### src/rtl/i2s_tx32.sv
// i2s_tx32: 32-bit stereo serial transmitter, 64 bit clocks per frame, MSB first.
// Left-justified framing by default; define I2S_TX_DELAY_EN for Philips I2S olrck timing.
module i2s_tx32 #(
   parameter int unsigned BCK_DIV = 8
) (
   input  logic        pclk,
   input  logic        reset_n,
   input  logic        in_valid,
   input  logic [31:0] ldata,
   input  logic [31:0] rdata,
   output logic        in_ready,
   output logic        obick,
   output logic        olrck,
   output logic        osdata,
   output logic        underrun
);

   logic [7:0]  div_cnt_r;
   logic [5:0]  bit_cnt_r;
   logic [63:0] shift_r;
   logic [31:0] hold_l_r;
   logic [31:0] hold_r_r;
   logic        hold_full_r;

   logic        tick_s;
   logic        fall_evt_s;
   logic        frame_start_s;
   logic        accept_s;
   logic        hold_full_nxt_s;
   logic [5:0]  bit_cnt_nxt_s;
   logic [63:0] shift_nxt_s;
   logic        lrck_nxt_s;

   // Decode divider events and compute next framing/datapath values
   always_comb begin
      tick_s        = (div_cnt_r == 8'(BCK_DIV - 1));
      fall_evt_s    = tick_s & obick;
      bit_cnt_nxt_s = bit_cnt_r + 6'd1;
      frame_start_s = fall_evt_s & (bit_cnt_r == 6'd63);
      accept_s      = in_valid & in_ready;

      if (frame_start_s) begin
         if (hold_full_r) begin
            shift_nxt_s = {hold_l_r, hold_r_r};
         end else begin
            shift_nxt_s = 64'd0;
         end
      end else begin
         shift_nxt_s = {shift_r[62:0], 1'b0};
      end

      // Transfer needs a full holder while acceptance needs an empty one
      if (frame_start_s && hold_full_r) begin
         hold_full_nxt_s = 1'b0;
      end else if (accept_s) begin
         hold_full_nxt_s = 1'b1;
      end else begin
         hold_full_nxt_s = hold_full_r;
      end

`ifdef I2S_TX_DELAY_EN
      if (bit_cnt_nxt_s == 6'd63) begin
         lrck_nxt_s = 1'b0;
      end else if (bit_cnt_nxt_s == 6'd31) begin
         lrck_nxt_s = 1'b1;
      end else begin
         lrck_nxt_s = olrck;
      end
`else
      if (bit_cnt_nxt_s == 6'd0) begin
         lrck_nxt_s = 1'b0;
      end else if (bit_cnt_nxt_s == 6'd32) begin
         lrck_nxt_s = 1'b1;
      end else begin
         lrck_nxt_s = olrck;
      end
`endif
   end

   // Divider, bit counter, shift/hold registers and all registered outputs
   always_ff @(posedge pclk or negedge reset_n) begin
      if (!reset_n) begin
         div_cnt_r   <= 8'd0;
         bit_cnt_r   <= 6'd63;
         shift_r     <= 64'd0;
         hold_l_r    <= 32'd0;
         hold_r_r    <= 32'd0;
         hold_full_r <= 1'b0;
         obick       <= 1'b0;
         olrck       <= 1'b0;
         osdata      <= 1'b0;
         underrun    <= 1'b0;
         in_ready    <= 1'b1;
      end else begin
         underrun <= 1'b0;
         if (tick_s) begin
            div_cnt_r <= 8'd0;
            obick     <= ~obick;
         end else begin
            div_cnt_r <= div_cnt_r + 8'd1;
         end
         if (fall_evt_s) begin
            bit_cnt_r <= bit_cnt_nxt_s;
            shift_r   <= shift_nxt_s;
            osdata    <= shift_nxt_s[63];
            olrck     <= lrck_nxt_s;
            underrun  <= frame_start_s & ~hold_full_r;
         end
         if (accept_s) begin
            hold_l_r <= ldata;
            hold_r_r <= rdata;
         end
         hold_full_r <= hold_full_nxt_s;
         in_ready    <= ~hold_full_nxt_s;
      end
   end

endmodule

### config.mk
export PLATFORM = sky130hd
export DESIGN_NAME = i2s_tx32
export DESIGN_NICKNAME = d
export VERILOG_FILES = /design/src/rtl/i2s_tx32.sv
export SDC_FILE = /design/constraint.sdc
export NUM_CORES = 1
export LEC_CHECK = 0
export BUFFER_PORTS_ARGS = -buffer_cell sky130_fd_sc_hd__clkbuf_2
export CORE_MARGIN = 2
export CORE_UTILIZATION = 53
export CTS_BUF_LIST = sky130_fd_sc_hd__clkbuf_8
export DETAILED_ROUTE_END_ITERATION = 10
export PLACE_DENSITY = 0.84
export SETUP_SLACK_MARGIN = 0.5
export SYNTH_ARGS = -nofsm -noshare
export SYNTH_HDL_FRONTEND = slang
export SYNTH_SLANG_ARGS = --single-unit
### constraint.sdc
create_clock -name pclk -period 1.6 [get_ports pclk]
set_clock_uncertainty 0.05 [all_clocks]
set_input_delay 0.32 -clock pclk [delete_from_list [all_inputs] [get_ports pclk]]
set_output_delay 0.32 -clock pclk [all_outputs]
set_load 0.01 [all_outputs]
==> impl_metrics.env <==
export IMPL_outcome="finished, violations left"
export IMPL_violations="negative setup slack"
export IMPL_cts_buffer_depth=2
export IMPL_power_mw=9.118
export IMPL_preCtsSetupSlack_ps=-140.2
export IMPL_synth_xor_area_share_pct=1.855
export IMPL_synth_area_top_cells="dfrtp_1, mux2_2, a31oi_1"
export IMPL_clockRootBuffer="clkbuf_8"
export IMPL_ys_seq_elements=147
export IMPL_fp_dieH_um=111.6
export IMPL_via_per_inst=6.236
export IMPL_worst_pin_slew_ps=495.4
export IMPL_crit_path_start_kind="flop"
export IMPL_final_cell_mix="dfrtp_1, nand3_1, mux2_4"
export IMPL_numPortBuffers=71
export IMPL_setup_viol=118
export IMPL_muxShareOfSynthArea_pct=12.11
export IMPL_rsz0062_at_grt="true"
export IMPL_initial_utilization_pct=53.99
export IMPL_cp_top_family="simple AND/OR/NAND/NOR gates"
export IMPL_synth_compound_area_share_pct=6.788
export IMPL_path_clk_slew_ps=90
export IMPL_io_pin_count=72
export IMPL_syn_inst=557
export IMPL_worst_ep_required_time_ps=1950
export IMPL_ctsHtreeMaxLevel=4
export IMPL_cap_violations=0
export IMPL_drc=0
export IMPL_grt_overflow=0
export IMPL_cp_depth=8
export IMPL_path_buf_inv=3
export IMPL_peakVddDrop_uv=846.1
export IMPL_fill_cells=577
export IMPL_fmaxAchievable_mhz=516.0
export IMPL_cp_cell_sequence="ha_4 > nand4bb_4 > nor4_4 > buf_6 > buf_12 > clkbuf_16 > nand4_1 > o21ai_1"
export IMPL_routed_wl_um=19110
export IMPL_grt_max_degree=51
export IMPL_cp_end_kind="flop"
export IMPL_utilization_pct=77.14
export IMPL_cts_tree="done"
export IMPL_r2r_worst_path_cells=8
export IMPL_path_class="reg2reg"
export IMPL_synth_top_cell_area_share_pct=57.07
export IMPL_firstDrtPassIters=5
export IMPL_final_common_cell="dfrtp_1"
export IMPL_maxSlewHeadroom_pct=66.90
export IMPL_wl_per_cell_um=22.56
export IMPL_syn_to_final_growth_pct=42.89
export IMPL_cts_buffers=17
export IMPL_die_x_um=111.6
export IMPL_grt_pass1_wl_um=26170
export IMPL_syn_nets=626
export IMPL_period_minus_slack_ps=1938
export IMPL_finalMaxSlewViolations=0
export IMPL_final_cells=847
export IMPL_routabilityCongestion=0.8131
export IMPL_ys_seq_area_share_pct=60.07
export IMPL_power_density_nw_per_um2=1040
export IMPL_cp_slowest_cell="dfrtp_1"
export IMPL_diodes=0
export IMPL_ant_nets=0
export IMPL_worst_slack_ps=-338.0
export IMPL_slowest_delay_ps=420
export IMPL_crit_fanout=8
export IMPL_cts_sinks=147
export IMPL_placed_cell_area_sq_um=7183
export IMPL_synth_top_area_cell="dfrtp_1"
export IMPL_hold_violations=0
export IMPL_cp_arrival_ps=2280
export IMPL_syn_cell_area_sq_um=6138
export IMPL_fin_nets=760
export IMPL_min_period_over_period_pct=121.1
export IMPL_core_area_sq_um=11370
export IMPL_clkLatencyLatePin_ps=470
export IMPL_vias=5282
export IMPL_dp_cells=768
export IMPL_ys_types=27
export IMPL_ys_warn_count=0
export IMPL_synthAdderAreaFrac_pct=0.4077
export IMPL_synth_top_family_by_area="simple AND/OR/NAND/NOR gates"
export IMPL_antenna_found_initial=0
export IMPL_drt_first_iter_violations=711
export IMPL_grtUsageTotal_pct=26.87
export IMPL_drive_above_1_share_pct=44.32
export IMPL_first_global_vias=4981
export IMPL_design_die_area_sq_um=12460
export IMPL_min_path_cells=2
export IMPL_syn_area_per_cell_sq_um=11.02
export IMPL_fin_setup_tns_ps=-16290
export IMPL_hp_class="in2reg"
export IMPL_stdcell_area_sq_um=8771
export IMPL_p_leak_nw=3.896
export IMPL_rows=39
export IMPL_post_dp_hpwl_um=8758
export IMPL_synth_simple_area_share_pct=15.51
export IMPL_hold_ws_ps=32.03
## kinds of logic (layout without fill, tap and decap cells)
family / after synthesis / after routing
xor+xnor: 13 / 13
fa+ha+maj: 2 / 2
flops: 147 / 147
mux: 66 / 66
buf+inv: 45 / 191
compound gates: 66 / 66
simple gates: 218 / 219
## layer usage
layer  track usage (%)  vias up  wire length [um]
met3             6.968       96              1437
met5                 0        -                 0
met4             10.86        0               979
met1             34.35     2625              7035
met2             44.04      350              9658
li1                  -     2211                 -
## where the power goes
part	internal, mW	total, mW	switching (mW)
clock	1.33	2.75	1.43
combinational	1.06	1.49	0.438
sequential	4.39	4.87	0.483
## flip-flops by register name, summed over array words and instances (netlist names)
signal,count
obick,1
underrun,1
hold_l_r,32
bit_cnt_r,6
olrck,1
hold_full_r,1
hold_r_r,32
in_ready,1
osdata,1
shift_r,63
div_cnt_r,8
## cells in the mapped netlist, drive strengths merged
cell / instances
xnor2: 9
ha: 2
nand4: 3
nand2b: 1
nor3b: 1
a31o: 1
nand3: 69
clkbuf: 17
nor2: 68
dfstp: 7
nand2: 67
o2111ai: 1
a31oi: 63
and2: 1
nor4: 2
nand4bb: 1
xor2: 4
and3: 4
o21ai: 1
mux2: 66
buf: 26
nor2b: 1
dfrtp: 140
inv: 2
## cell type report
cell class / instances / area (sq um) / area share, %
repair buffers: 157 / 1609 / 18.35
flip-flops and latches: 147 / 3689 / 42.05
multi-input cells: 366 / 2919 / 33.28
inverters: 2 / 7.507 / 0.08559
well taps: 143 / 178.9 / 2.040
clock buffers: 20 / 275.3 / 3.138
clock inverters: 12 / 92.59 / 1.056
## worst paths after layout
path | from | end | slack (ps)
max in group asynchronous | reset_n | bit_cnt_r[3]$_DFFE_PN1P_ | 600
hold reg to reg | hold_l_r[28]$_DFFE_PN0P_ | hold_l_r[28]$_DFFE_PN0P_ | 470
min in group asynchronous | reset_n | hold_l_r[21]$_DFFE_PN0P_ | 280
setup reg to reg | div_cnt_r[1]$_DFF_PN0_ | shift_r[0]$_DFFE_PN0P_ | -340
hold / removal | rdata[12] | hold_r_r[12]$_DFFE_PN0P_ | 30
setup / recovery | div_cnt_r[1]$_DFF_PN0_ | shift_r[0]$_DFFE_PN0P_ | -340
## timing repair
item                                   4_1_cts  5_1_grt
hold buffers                                 1        0
resized for setup                           50       74
buffers inserted                            19       13
endpoints found under the hold margin       33        0
gates cloned                                 9        5
setup endpoints to repair                  149      151
pin swaps                                    6        8
Note: power is estimated with default switching activity, not from simulation.
